<file path="config.mk">
export PLATFORM = sky130hd
export DESIGN_NAME = reg_wr_ctrl
export DESIGN_NICKNAME = d
export VERILOG_FILES = /design/src/rtl/reg_wr_ctrl.sv
export SDC_FILE = /design/constraint.sdc
export NUM_CORES = 1
export LEC_CHECK = 0
export CAP_MARGIN = 15
export CORE_MARGIN = 2
export CORE_UTILIZATION = 42
export CTS_CLUSTER_DIAMETER = 80
export DETAILED_ROUTE_END_ITERATION = 12
export PLACE_DENSITY = 0.66
export SLEW_MARGIN = 0
export SYNTH_ARGS = -nofsm -noshare
export SYNTH_HDL_FRONTEND = slang
export SYNTH_SLANG_ARGS = --single-unit
</file>
<file path="constraint.sdc">
create_clock -name clk -period 5.1 [get_ports clk]
set_clock_uncertainty 0.2 [all_clocks]
set_input_delay 1.02 -clock clk [delete_from_list [all_inputs] [get_ports clk]]
set_output_delay 1.02 -clock clk [all_outputs]
set_load 0.02 [all_outputs]
</file>
<file path="src/rtl/reg_wr_ctrl.sv">
// reg_wr_ctrl: write-side controller for the register file write port.
// Merges ALU and load writeback requests into an in-order queue. The queue
// drains one write per cycle into addr_3/we_3/wd_3. Read-after-write bypass
// data is produced for byp_addr_1/byp_addr_2.
// Ports: clk, rst (async, active high); alu_* and ld_* valid/ready request
// channels; addr_3/we_3/wd_3 write port; byp_addr_n in, byp_hit_n/byp_data_n
// out; pending/full/empty report the queue occupancy.
// Optional macro REG_WR_STALL_EN adds input wr_stall, which blocks draining.
module reg_wr_ctrl #(
    parameter int ADW   = 5,
    parameter int DPW   = 32,
    parameter int DEPTH = 4
) (
    input  logic                       clk,
    input  logic                       rst,
`ifdef REG_WR_STALL_EN
    input  logic                       wr_stall,
`endif
    input  logic                       alu_valid,
    output logic                       alu_ready,
    input  logic [ADW-1:0]             alu_addr,
    input  logic [DPW-1:0]             alu_data,
    input  logic                       ld_valid,
    output logic                       ld_ready,
    input  logic [ADW-1:0]             ld_addr,
    input  logic [DPW-1:0]             ld_data,
    output logic [ADW-1:0]             addr_3,
    output logic                       we_3,
    output logic [DPW-1:0]             wd_3,
    input  logic [ADW-1:0]             byp_addr_1,
    input  logic [ADW-1:0]             byp_addr_2,
    output logic                       byp_hit_1,
    output logic                       byp_hit_2,
    output logic [DPW-1:0]             byp_data_1,
    output logic [DPW-1:0]             byp_data_2,
    output logic [$clog2(DEPTH+1)-1:0] pending,
    output logic                       full,
    output logic                       empty
);
    localparam int PW = $clog2(DEPTH);
    localparam int CW = $clog2(DEPTH+1);

    logic [ADW-1:0] q_addr [DEPTH];
    logic [DPW-1:0] q_data [DEPTH];
    logic [PW-1:0]  rd_ptr, wr_ptr;
    logic [CW-1:0]  count;
    logic           ld_push, alu_push, pop;

    // Load owns the last free slot, so the ALU needs two when a load is offered.
    assign ld_ready  = count <= CW'(DEPTH-1);
    assign alu_ready = count <= CW'(ld_valid ? DEPTH-2 : DEPTH-1);
    assign ld_push   = ld_valid && ld_ready && ld_addr != '0;
    assign alu_push  = alu_valid && alu_ready && alu_addr != '0;
`ifdef REG_WR_STALL_EN
    assign pop       = count != '0 && !wr_stall;
`else
    assign pop       = count != '0;
`endif
    assign pending   = count;
    assign full      = count == CW'(DEPTH);
    assign empty     = count == '0;

    always_ff @(posedge clk or posedge rst) begin
        if (rst) begin
            rd_ptr <= '0;
            wr_ptr <= '0;
            count  <= '0;
            we_3   <= 1'b0;
            addr_3 <= '0;
            wd_3   <= '0;
        end else begin
            rd_ptr <= rd_ptr + PW'(pop);
            wr_ptr <= wr_ptr + PW'(ld_push) + PW'(alu_push);
            count  <= count + CW'(ld_push) + CW'(alu_push) - CW'(pop);
            we_3   <= pop;
            if (pop) begin
                addr_3 <= q_addr[rd_ptr];
                wd_3   <= q_data[rd_ptr];
            end
        end
    end

    // Load is the older entry when both producers push together.
    always_ff @(posedge clk) begin
        if (ld_push) begin
            q_addr[wr_ptr] <= ld_addr;
            q_data[wr_ptr] <= ld_data;
        end
        if (alu_push) begin
            q_addr[wr_ptr + PW'(ld_push)] <= alu_addr;
            q_data[wr_ptr + PW'(ld_push)] <= alu_data;
        end
    end

    // Scan oldest to youngest (output register, then head to tail) so the
    // last match wins.
    always_comb begin
        byp_hit_1  = 1'b0;
        byp_data_1 = '0;
        byp_hit_2  = 1'b0;
        byp_data_2 = '0;
        if (we_3 && addr_3 == byp_addr_1) begin
            byp_hit_1  = 1'b1;
            byp_data_1 = wd_3;
        end
        if (we_3 && addr_3 == byp_addr_2) begin
            byp_hit_2  = 1'b1;
            byp_data_2 = wd_3;
        end
        for (int i = 0; i < DEPTH; i++) begin
            if (CW'(i) < count && q_addr[rd_ptr + PW'(i)] == byp_addr_1) begin
                byp_hit_1  = 1'b1;
                byp_data_1 = q_data[rd_ptr + PW'(i)];
            end
            if (CW'(i) < count && q_addr[rd_ptr + PW'(i)] == byp_addr_2) begin
                byp_hit_2  = 1'b1;
                byp_data_2 = q_data[rd_ptr + PW'(i)];
            end
        end
        if (byp_addr_1 == '0) begin
            byp_hit_1  = 1'b0;
            byp_data_1 = '0;
        end
        if (byp_addr_2 == '0) begin
            byp_hit_2  = 1'b0;
            byp_data_2 = '0;
        end
    end
endmodule

</file>
## After elaboration in Yosys (flattened, before gate mapping)

Memory sizes are Yosys's and may differ from the RTL's.
Index checks and enable logic that the tools add are counted.
Widths: inputs -> output; s select.

| storage, ports and cells | value |
|---|---|
| register bits | 45 |
| bits in writable memories | 148 |
| input bits | 88 |
| output and inout port bits | 111 |
| word-level logic and storage cells | 83 |
| memories kept | 2 |

Memories:

| name | depth | width | rd ports | clocked after memory_dff | wr ports | line | source |
|---|---|---|---|---|---|---|---|
| q_data | 4 | 32 | 4 | 0 | 2 | 44 | `logic [DPW-1:0] q_data [DEPTH];` |
| q_addr | 4 | 5 | 4 | 0 | 2 | 43 | `logic [ADW-1:0] q_addr [DEPTH];` |

| cells by class | value |
|---|---|
| add/sub/neg operators | 9 |
| magnitude comparators | 6 |
| equal/unequal tests | 11 |
| mux-type cells | 29 |
| reduce and logical (&&, ||, !) cells | 20 |

Operators with widths:

| operator | number |
|---|---|
| $mux 32 | 12 |
| $eq 5x5->1 | 10 |
| $mux 1 | 17 |
| $logic_and 1x1->1 | 14 |
| $logic_not 5->1 | 2 |
| $reduce_bool 5->1 | 2 |
| $add 2x1->2 | 3 |
| $add 3x1->3 | 2 |
| $lt 1x3->1 const A | 2 |
| $lt 2x3->1 const A | 2 |
| $add 2x2->2 const B | 2 |
| $eq 3x3->1 const B | 1 |
| $le 3x2->1 | 1 |
| $le 3x2->1 const B | 1 |
| $logic_not 3->1 | 1 |
| $reduce_bool 3->1 | 1 |
| $sub 3x1->3 | 1 |
| $add 2x1->2 const B | 1 |

## Depth between registers and ports, before layout

Gate-level depths: netlist of run 1.

| depth | value |
|---|---|
| depth in word-level cells | 8 |
| depth in mapped cells | 11 |
| gate-level depth less buffers | 9 |

## Least setup slack after synthesis of run 1

Ideal clock, no wire load.

| timing | value |
|---|---|
| kind | in2reg |
| start | in ld_addr[1] |
| end | mem q_addr[3][0], enable pin |
| library setup time | 0.718 ns |
| arrival time | 4.233 ns |
| required time | 4.182 ns |
| slack | -0.052 ns |
| stages | 10 |
| buffers on the path | 2 |
| cells stage by stage | or4_1 > o21ai_0 > inv_1 > ha_1 > xnor2_1 > nor2_1 > nand2_1 > buf_2 > buf_1 > o21ai_0 |

RTL lines:

| what | line | source |
|---|---|---|
| start: declaration | 25 | `input logic [ADW-1:0] ld_addr,` |
| end: declaration | 43 |  |

## Final worst setup path of run 1

| timing | value |
|---|---|
| start | in byp_addr_1[1] |
| end | out byp_data_1[3] |

| between the ends | value |
|---|---|
| cells in the longest elaborated chain, start to end | 8 |
| elaborated cells on any way between the ends | 17 |
| those cells by class | eq/ne (5); mux (6); reduce/logical (6) |

Ends and longest elaborated chain:

| what | line | source |
|---|---|---|
| start: declaration | 30 | `input logic [ADW-1:0] byp_addr_1,` |
| $eq 5x5->1 | 102 | `if (we_3 && addr_3 == byp_addr_1) begin` |
| $logic_and 1x1->1 | 102 |  |
| $mux 32 | 102 |  |
| $mux 32 (4 in a row) | 111 | `if (CW'(i) < count && q_addr[rd_ptr + PW'(i)] == byp_addr_1) begin` |
| $mux 32 (*) | 120 | `if (byp_addr_1 == '0) begin` |
| end: declaration | 34 | `output logic [DPW-1:0] byp_data_1,` |

Every way passes the cells marked *; elsewhere a longest branch is shown, timed or not.

==> flow_metrics.py, run 1 <==
metrics = {
    "hold_path": {
        "hold_path_class": "reg -> reg",
    },
    "grt": {
        "grt_start_max_net_pins": 130,
        "track_usage_pct": 27.9,
        "grt_pass1_vias": 12500,
        "grt_overflow": 0,
        "grt_pass1_wl_mm": 77.2,
        "antenna_found_initial": 6,
    },
    "sta": {
        "period_minus_slack_ns": 5.05,
        "setup_tns_ns": 0,
        "setup_viol": 0,
        "relSlewSlack_pct": 32.4,
        "finalCritPeriodShare_pct": 98.9,
        "fin_hold_ws_ns": 0.373,
        "fmax_mhz": 198,
        "hold_viol": 0,
        "drv_slew": 0,
        "rsz0062_at_grt": "false",
        "tightest_slew_ns": 1.01,
        "worst_slack_ns": 0.0543,
    },
    "floorplan": {
        "rows": 69,
        "die_w_um": 193,
        "die_h_um": 193,
        "dieArea_mm2": 0.0371,
        "core-area_mm2": 0.0353,
        "initial_utilization_pct": 42.3,
        "ios": 199,
    },
    "status": {
        "status": "finished clean",
    },
    "placement": {
        "dpl_worst_slack_ns": -0.279,
        "place.port_buffers": 198,
        "place_inst": 1916,
        "hpwl_mm": 34.6,
        "gp_congestion": 0.907,
        "place_area_mm2": 0.0186,
    },
    "cells_and_area": {
        "drive_gt1_share_pct": 36.4,
        "fin_cells": 1957,
        "fin_util_pct": 54.8,
        "area_growth_pct": 29.6,
        "post-route-cell-area_mm2": 0.0194,
        "nNetsFinal": 1577,
    },
    "setup_path": {
        "rr_startpoint": "pending[0]",
        "cp_slowest_cell": "clkdlybuf4s50_1",
        "startpoint": "byp_addr_1[1]",
        "cp_num_buf_inv": 5,
        "worstPathCellList": "clkdlybuf4s50_1, xor2_1, nor4_2, buf_4, and2_0, a21boi_2, buf_12, a221oi_1, o31ai_2, buf_4, dlygate4sd2_1",
        "cp_max_fo": 17,
        "arrival_ns": 3.83,
        "r2r-end": "q_data[2][11]",
        "path_depth": 11,
        "reg2reg_slack_ns": 1.72,
        "cp.required_ns": 3.88,
        "rr_worst_depth": 8,
        "cp-endpoint": "byp_data_1[3]",
        "cpPeakStageDelay_ns": 0.49,
        "startpoint_type": "primary input",
        "crit_top_cell": "buf_4",
        "critPathKind": "in -> out",
        "endpoint_kind": "output pin",
        "critPathTopFamily": "buffers and inverters",
    },
    "logic_synthesis": {
        "syn_inst": 1231,
        "async_flop_share_pct": 23.3,
        "synth_cell_types": 51,
        "netlist_area_mm2": 0.0149,
        "ys_ff_latch": 193,
        "ys_seq_area_share_pct": 37.3,
        "ys.flop_type": "edfxtp_1",
        "yosysWarnings": 0,
        "synth.avg_cell_area_um2": 12.1,
        "synth_edf_count": 148,
        "syn_nets": 1328,
    },
    "cts": {
        "clock_sinks": 193,
        "cts-buffers-inserted": 17,
        "h-tree-depth": 4,
        "cts_tree": "done",
        "clock_latency_ns": 0.44,
        "clk_pin_slew_ns": 0.07,
        "clock_tree.buffer_depth": 2,
        "cts_root_buffer": "clkbuf_16",
    },
    "detailed_routing": {
        "drt_pass1_iterations": 8,
        "wire_per_inst_um": 26.2,
        "drt_wl_total_mm": 51.3,
        "drtIter0Drc": 1447,
        "drc": 0,
        "ant_nets": 0,
        "viasPerCell": 6.47,
        "num_vias": 12700,
    },
    "power": {
        "peakVddDrop_v": 0.000471,
        "p_leak_nw": 7.31,
        "fin_total_pwr_mw": 12.3,
        "powerDensity_mw_per_mm2": 635,
    },
    "flow_run": {
        "max_cap_viol_count": 0,
    },
}
## synth_stat cells, types with 3 or more instances
master	instances	share of area [%]
mux2_2	217	16
edfxtp_1	148	30
nor2_1	115	2.9
mux4_2	102	15
clkbuf_1	65	1.6
mux2i_1	51	3.4
a221oi_1	50	2.9
a21oi_1	49	1.6
a32oi_1	49	2.9
o31ai_1	49	2.5
dfrtp_1	45	7.5
buf_2	44	1.5
xor2_1	35	2.1
nand3_1	32	1.1
xnor2_1	18	1.1
o211ai_1	16	0.80
o21ai_0	16	0.54
inv_1	15	0.38
nand2_1	11	0.28
nand4b_1	11	0.64
buf_1	10	0.25
nor2b_1	8	0.34
nor4_1	8	0.34
ha_1	7	0.59
and2_1	6	0.25
nor3_1	5	0.17
o21a_1	5	0.25
or4_1	5	0.25
buf_6	4	0.30
nor4b_1	4	0.23
a31oi_1	3	0.13
and3_1	3	0.13
buf_4	3	0.15
## worst register-to-register path, delay by kind of cell, from the launching register on
family	cells	cell delay, ns
AO/OA/AOI/OAI	3	1.06
adder cells (fa/ha/maj)	1	0.29
buffers and inverters	2	0.60
flip-flops	1	0.44
AND/OR/NAND/NOR	2	0.44
## final cells by class
type                    instances  area, um^2
diodes                          3        7.51
clock buffers                  19         433
clock inverters                13         160
fillers                      2980       16000
inverters                      15        56.3
multi-input cells             897        8940
flip-flops and latches        193        5580
well taps                     461         577
repair buffers                356        3610
## metal layers
layer | vias up | part of all wire [%] | wire [um] | track usage [%]
li1 | 5468 | - | - | -
met1 | 6302 | 40 | 20700 | 37.4
met2 | 738 | 47 | 23900 | 44.0
met3 | 150 | 8.7 | 4480 | 5.38
met4 | 6 | 4.3 | 2210 | 12.6
met5 | - | 0.080 | 41 | 0
## worst min path at each step
| stage | start | endpoint | slack [ns] | cells after the start |
|---|---|---|---|---|
| after floorplan | rd_ptr[0] | rd_ptr[0] | 0.29 | 1 |
| after global placement | wd_3[31] | wd_3[31] | 0.34 | 1 |
| after detailed placement | wd_3[31] | wd_3[31] | 0.35 | 1 |
| after CTS | wd_3[31] | wd_3[31] | 0.37 | 1 |
| after global routing | wd_3[20] | wd_3[20] | 0.40 | 1 |
| final | wd_3[13] | wd_3[13] | 0.37 | 1 |
## layout by cell type, fill, tap and decap left out, types with 6 or more instances in the layout
master	n
mux2_2	217
edfxtp_1	148
clkdlybuf4s50_1	128
buf_4	122
nor2_1	112
mux4_2	102
a221oi_1	50
a32oi_1	49
mux2i_1	49
a21oi_1	47
o31ai_1	44
dfrtp_1	43
dlygate4sd2_1	39
xor2_1	35
buf_12	34
nand3_1	31
dlymetal6s2s_1	27
xnor2_1	18
clkbuf_16	17
o211ai_1	16
inv_1	14
o21ai_0	14
nand4b_1	11
nand2_1	10
nor2b_1	8
ha_1	7
nor4_1	6
and2_1	6
## what timing repair did
| action | in CTS | in global routing |
|---|---|---|
| buffers inserted | 4 | 2 |
| hold buffers | 0 | 0 |
| cloned | 0 | 0 |
| endpoints found under the setup margin | 65 | 33 |
| gates resized for setup | 50 | 41 |
| pin swaps | 3 | 4 |
## flip-flops by register name, summed over array words and instances, names as in the netlist
| signal | count |
|---|---|
| q_data | 128 |
| wd_3 | 32 |
| q_addr | 20 |
| addr_3 | 5 |
| pending | 3 |
| rd_ptr | 2 |
| wr_ptr | 2 |
| we_3 | 1 |
## logic make-up after synthesis
family | Yosys count | synth area share [%]
mux | 370 | 35.2
buf+inv | 141 | 4.19
xor+xnor | 53 | 3.11
simple gates | 217 | 7.05
fa+ha+maj | 9 | 0.854
compound gates | 248 | 12.4
flops | 193 | 37.3
## where the power goes
group	switching [mW]	internal (mW)	total, mW
Combinational	4.32	3.71	8.03
Sequential	0.497	2.37	2.87
Clock	0.631	0.774	1.40
Total	5.44	6.85	12.3
No activity file was read; power rests on OpenSTA's default activity.
==> run 2: changes to the inputs <==
--- a/config.mk
+++ b/config.mk
@@ -10,8 +10,8 @@
 export CORE_UTILIZATION = 42
 export CTS_CLUSTER_DIAMETER = 80
 export DETAILED_ROUTE_END_ITERATION = 12
-export PLACE_DENSITY = 0.66
-export SLEW_MARGIN = 0
+export PLACE_DENSITY_LB_ADDON = 0.05
+export SLEW_MARGIN = 20
 export SYNTH_ARGS = -nofsm -noshare
 export SYNTH_HDL_FRONTEND = slang
 export SYNTH_SLANG_ARGS = --single-unit
==> flow_metrics.py, run 2 (synthesis gave the netlist of run 1 again) <==
metrics = {
    "cts": {
        "clk_pin_slew_ns": 0.07,
        "clock_latency_ns": 0.46,
        "cts_tree": "done",
        "cts_root_buffer": "clkbuf_16",
        "clock_tree.buffer_depth": 2,
        "clock_sinks": 193,
        "h-tree-depth": 4,
        "cts-buffers-inserted": 17,
        "cts_hold_buf": 0,
    },
    "cells_and_area": {
        "nNetsFinal": 1582,
        "n_antenna_cell": 0,
        "final_cell_mix": "217 x mux2_2, 148 x edfxtp_1, 135 x clkdlybuf4s50_1, 118 x buf_4, 113 x nor2_1",
        "fillers": 3015,
        "largest_reg_flops": 128,
        "reg_top3": "q_data: 128 flops, wd_3: 32 flops, q_addr: 20 flops",
        "fin_util_pct": 55.2,
        "regMostFlops": "q_data",
        "final_common_cell": "mux2_2",
        "drive_gt1_share_pct": 37.0,
        "area_growth_pct": 30.6,
        "regArea_mm2": 0.00558,
        "multi_input_area_mm2": 0.00894,
    },
    "setup_path": {
        "endpoint_kind": "output pin",
        "startpoint": "byp_addr_1[1]",
        "rr_startpoint": "pending[0]",
        "cp_slowest_cell": "clkdlybuf4s50_1",
        "crit_top_cell": "clkdlybuf4s50_1",
        "worstPathCellList": "clkdlybuf4s50_1, xor2_1, nor4_2, buf_4, and2_0, a21boi_2, buf_12, a221oi_1, o31ai_1, clkdlybuf4s50_1",
        "arrival_ns": 3.84,
        "cp.required_ns": 3.88,
        "cp_max_fo": 17,
        "critPathKind": "in -> out",
        "cpPeakStageDelay_ns": 0.67,
        "critPathTopFamily": "buffers and inverters",
        "rr_worst_depth": 8,
        "reg2reg_slack_ns": 1.55,
        "startpoint_type": "primary input",
        "r2r-end": "q_addr[2][1]",
        "cp_num_buf_inv": 4,
    },
    "grt": {
        "grt_pass1_wl_mm": 75.7,
        "grt_overflow": 0,
        "antenna_found_initial": 0,
        "grt_pass1_vias": 12300,
        "grt_start_max_net_pins": 57,
        "track_usage_pct": 27.9,
    },
    "detailed_routing": {
        "drtIter0Drc": 1096,
        "wire_per_inst_um": 26.3,
        "ant_nets": 0,
        "drt_wl_total_mm": 51.4,
        "num_vias": 12600,
        "viasPerCell": 6.41,
        "drt_pass1_iterations": 5,
        "drc": 0,
    },
    "sta": {
        "fmax_mhz": 198,
        "relSlewSlack_pct": 33.0,
        "setup_tns_ns": 0,
        "finalCritPeriodShare_pct": 99.2,
        "tightest_slew_ns": 1.00,
        "period_minus_slack_ns": 5.06,
        "rsz0062_at_grt": "true",
        "hold_viol": 0,
        "setup_viol": 0,
        "drv_slew": 0,
    },
    "power": {
        "p_seq_share_pct": 23.2,
        "swShare_pct": 43.8,
        "internal_power_mw": 6.94,
        "p_leak_nw": 7.34,
        "pwr-share-clk_pct": 10.9,
        "peakVddDrop_v": 0.000349,
        "switchingPower_mw": 5.40,
        "powerDensity_mw_per_mm2": 633,
        "comb_power_share_pct": 65.9,
    },
    "floorplan": {
        "core-area_mm2": 0.0353,
        "die_w_um": 193,
        "die_h_um": 193,
        "rows": 69,
        "ios": 199,
        "initial_utilization_pct": 42.3,
        "dieArea_mm2": 0.0371,
    },
    "hold_path": {
        "holdPathEnd": "addr_3[2]",
        "hold_path_class": "reg -> reg",
        "worstHoldStart": "addr_3[2]",
        "whs_path_depth": 2,
    },
    "flow_run": {
        "max_cap_viol_count": 0,
    },
    "placement": {
        "gp_congestion": 0.899,
        "hpwl_mm": 35.8,
        "place.port_buffers": 198,
    },
    "status": {
        "status": "finished clean",
    },
}
## run 2: changes by cell type in the layout (fill, tap and decap cells not counted), moves of 3 or more
cell	previous run	this run
buf_4	122	118
diode_2	3	0
buf_12	34	42
clkinvlp_4	1	4
dlygate4sd2_1	39	29
buf_6	2	5
dlymetal6s2s_1	27	30
clkdlybuf4s50_1	128	135
## run 2: worst max path at each step
| stage | end | depth (start not counted) |
|---|---|---|
| final | byp_data_1[17] | 10 |
| after global routing | byp_data_2[16] | 11 |
| after CTS | byp_data_2[19] | 10 |
| after detailed placement | byp_data_1[1] | 10 |
| after global placement | byp_data_1[1] | 9 |
| after floorplan | q_addr[0][0] | 9 |
## run 2: area by class of cell
cell class	instances	share of cell area (%)
well taps	461	2.96
clock inverters	14	0.712
repair buffers	361	19.4
multi-input cells	897	45.8
clock buffers	18	2.20
flip-flops and latches	193	28.6
inverters	15	0.289
## run 2: power by group through the flow
| stage | Clock [mW] | Sequential [mW] | Combinational [mW] |
|---|---|---|---|
| after detailed placement | 0 | 2.96 | 7.97 |
| after CTS | 1.38 | 2.87 | 8.09 |
| after global routing | 1.44 | 2.92 | 8.67 |
| after floorplan | 0 | 2.92 | 4.76 |
| after global placement | 0 | 2.93 | 7.92 |
| final | 1.35 | 2.86 | 8.13 |
## run 2: repair_timing
item	CTS	global route
pin swaps	2	2
setup buffers	7	3
setup endpoints to repair	65	35
endpoints found under the hold margin	0	0
gates resized for setup	43	43
## run 2: layer usage
layer,global-route usage [%],up-vias,wire [um]
met3,5.60,94,3990
met1,37.1,6354,21300
li1,-,5483,-
met4,10.5,0,1520
met5,0,-,0
met2,45.2,620,24600
## run 2: worst register-to-register path, cell delays in order, from the launching register on
cell	delay, ns
dfrtp_1	0.44
inv_1	0.13
ha_1	0.29
nand2_1	0.05
a31oi_1	0.36
o211ai_1	0.50
nor3_2	0.51
o21bai_4	0.43
buf_4	0.32
## run 2: metrics by stage
| step | area [um^2] | power [mW] | hold WS [ns] | worst slack, ns | std cells |
|---|---|---|---|---|---|
| after floorplan | 14900 | 7.69 | 0.288 | 0.171 | 1231 |
| final | 19500 | 12.3 | 0.380 | 0.0428 | 1959 |
| after detailed placement | 18700 | 10.9 | 0.364 | -0.230 | 1917 |
| after global routing | 19500 | 13.0 | 0.411 | -0.0536 | 1959 |
| after CTS | 19400 | 12.3 | 0.384 | -0.0244 | 1956 |
| after global placement | 18700 | 10.8 | 0.358 | -0.200 | 1917 |
==> run 3: changes to the inputs <==
==> constraint.sdc (replaced) <==
create_clock -name clk -period 4.9 [get_ports clk]
set_clock_uncertainty 0.2 [all_clocks]
set_input_delay 0.98 -clock clk [delete_from_list [all_inputs] [get_ports clk]]
set_output_delay 0.98 -clock clk [all_outputs]
set_load 0.02 [all_outputs]
==> flow_metrics.py, run 3 (synthesis gave the netlist of run 1 again) <==
metrics = {
    "power": {
        "comb_power_share_pct": 65.7,
        "peakVddDrop_v": 0.000470,
        "swShare_pct": 44.3,
        "p_leak_nw": 6.93,
        "switchingPower_mw": 5.67,
        "internal_power_mw": 7.13,
        "fin_total_pwr_mw": 12.8,
        "powerDensity_mw_per_mm2": 661,
        "pwr-share-clk_pct": 10.9,
        "p_seq_share_pct": 23.4,
    },
    "setup_path": {
        "cp_max_fo": 17,
        "r2r-end": "q_data[2][0]",
        "critPathTopFamily": "buffers and inverters",
        "startpoint_type": "primary input",
        "arrival_ns": 3.67,
        "rr_startpoint": "pending[0]",
        "critPathKind": "in -> out",
        "startpoint": "byp_addr_1[3]",
        "rr_worst_depth": 9,
        "crit_top_cell": "buf_4",
        "cpPeakStageDelay_ns": 0.63,
        "path_depth": 11,
        "cp.required_ns": 3.72,
        "cp_slowest_cell": "clkdlybuf4s50_1",
        "endpoint_kind": "output pin",
        "cp_num_buf_inv": 6,
        "worstPathCellList": "clkdlybuf4s50_1, buf_4, xor2_1, nor2_1, buf_4, a31oi_4, o21ai_1, buf_12, o31ai_1, buf_4, clkdlybuf4s15_1",
        "reg2reg_slack_ns": 1.60,
        "cp-endpoint": "byp_data_1[13]",
    },
    "cells_and_area": {
        "largest_reg_flops": 128,
        "fillers": 3044,
        "area_growth_pct": 29.7,
        "fin_util_pct": 54.9,
        "reg_top3": "q_data: 128 flops, wd_3: 32 flops, q_addr: 20 flops",
        "multi_input_area_mm2": 0.00893,
        "final_common_cell": "mux2_2",
        "drive_gt1_share_pct": 38.5,
        "regMostFlops": "q_data",
        "final_cell_mix": "217 x mux2_2, 148 x edfxtp_1, 130 x clkdlybuf4s50_1, 128 x buf_4, 113 x nor2_1",
        "regArea_mm2": 0.00558,
        "nNetsFinal": 1589,
    },
    "sta": {
        "drv_slew": 0,
        "rsz0062_at_grt": "false",
        "setup_viol": 0,
        "fmax_mhz": 206,
        "setup_tns_ns": 0,
        "tightest_slew_ns": 0.917,
        "finalCritPeriodShare_pct": 99.0,
        "relSlewSlack_pct": 38.6,
        "hold_viol": 0,
        "period_minus_slack_ns": 4.85,
    },
    "floorplan": {
        "die_w_um": 193,
        "rows": 69,
        "dieArea_mm2": 0.0371,
        "ios": 199,
        "core-area_mm2": 0.0353,
        "initial_utilization_pct": 42.3,
        "die_h_um": 193,
    },
    "cts": {
        "cts_root_buffer": "clkbuf_16",
        "clock_latency_ns": 0.46,
        "clk_pin_slew_ns": 0.07,
        "clock_tree.buffer_depth": 2,
        "h-tree-depth": 4,
        "clock_sinks": 193,
        "cts-buffers-inserted": 17,
        "cts_tree": "done",
        "cts_hold_buf": 0,
    },
    "detailed_routing": {
        "drt_wl_total_mm": 51.6,
        "drc": 0,
        "ant_nets": 0,
        "viasPerCell": 6.39,
        "num_vias": 12600,
        "wire_per_inst_um": 26.2,
        "drt_pass1_iterations": 5,
        "drtIter0Drc": 1051,
    },
    "flow_run": {
        "max_cap_viol_count": 0,
    },
    "grt": {
        "grt_pass1_vias": 12300,
        "track_usage_pct": 28.1,
        "grt_pass1_wl_mm": 76.4,
        "grt_start_max_net_pins": 114,
        "grt_overflow": 0,
        "antenna_found_initial": 2,
    },
    "hold_path": {
        "hold_path_class": "reg -> reg",
    },
    "status": {
        "status": "finished clean",
    },
    "placement": {
        "gp_congestion": 0.907,
        "hpwl_mm": 35.9,
        "place.port_buffers": 198,
    },
}
[run 3: cell count changes in the layout (fill, tap and decap cells not counted), sizes merged, moves of 5 or more]
| cell | change |
|---|---|
| buf | +11 |
| clkdlybuf4s15 | +6 |
| dlymetal6s2s | -30 |
| clkdlybuf4s50 | -5 |
| dlygate4sd2 | +6 |
| clkbuf | +16 |
[run 3: final cells by class]
class | count | area share (%)
multi-input combinational | 897 | 46.1
sequential | 193 | 28.8
timing repair buffer | 368 | 19.0
tap | 461 | 2.98
clock buffer | 17 | 2.20
clock inverter | 15 | 0.691
inverter | 15 | 0.291
antenna | 3 | 0.0387
[run 3: routing by layer]
| layer | track usage, % | up-vias | part of all wire [%] |
|---|---|---|---|
| li1 | - | 5498 | - |
| met1 | 38.4 | 6363 | 43 |
| met2 | 45.1 | 625 | 47 |
| met3 | 4.38 | 105 | 7.0 |
| met4 | 10.5 | 0 | 3.0 |
| met5 | 0 | - | 0 |
[run 3: worst min path at each step]
stage               from   endpoint  slack (ns)  depth (start not counted)
6_report        wd_3[31]   wd_3[31]        0.38                          1
5_1_grt         wd_3[31]   wd_3[31]        0.41                          1
4_1_cts         wd_3[31]   wd_3[31]        0.38                          1
3_5_place_dp    wd_3[31]   wd_3[31]        0.36                          1
3_3_place_gp    wd_3[31]   wd_3[31]        0.36                          1
2_1_floorplan  rd_ptr[0]  rd_ptr[0]        0.29                          1
[run 3: worst register-to-register path, stage by stage (launching register included)]
cell and delay [ns]:
dfrtp_1 0.45, inv_1 0.13, ha_1 0.29, nand2_1 0.05
a31oi_1 0.35, o211ai_1 0.47, nor3_2 0.37, buf_4 0.18
buf_12 0.20, mux2_2 0.38
[run 3: timing repair]
action / in CTS / in global routing
pin swaps: 0 / 5
setup buffers: 4 / 3
resized for setup: 85 / 65
cloned: 1 / 1
setup endpoints to repair: 65 / 38
[run 3: power by group through the flow]
stage	clock [mW]	combinational, mW	sequential, mW
2_1_floorplan	0	4.96	3.04
6_report	1.39	8.42	3.00
3_5_place_dp	0	8.40	3.07
4_1_cts	1.41	8.37	2.99
3_3_place_gp	0	8.34	3.03
5_1_grt	1.47	8.98	3.06
[run 3: metrics by stage]
step	hold slack, ns	area, um^2	std cells	setup WS [ns]
floorplan	0.288	14900	1231	0.0111
global placement	0.356	18800	1925	-0.330
detailed placement	0.358	18800	1925	-0.390
CTS	0.375	19400	1962	0.00477
global route	0.408	19400	1968	0.0000635
finish	0.380	19400	1969	0.0470
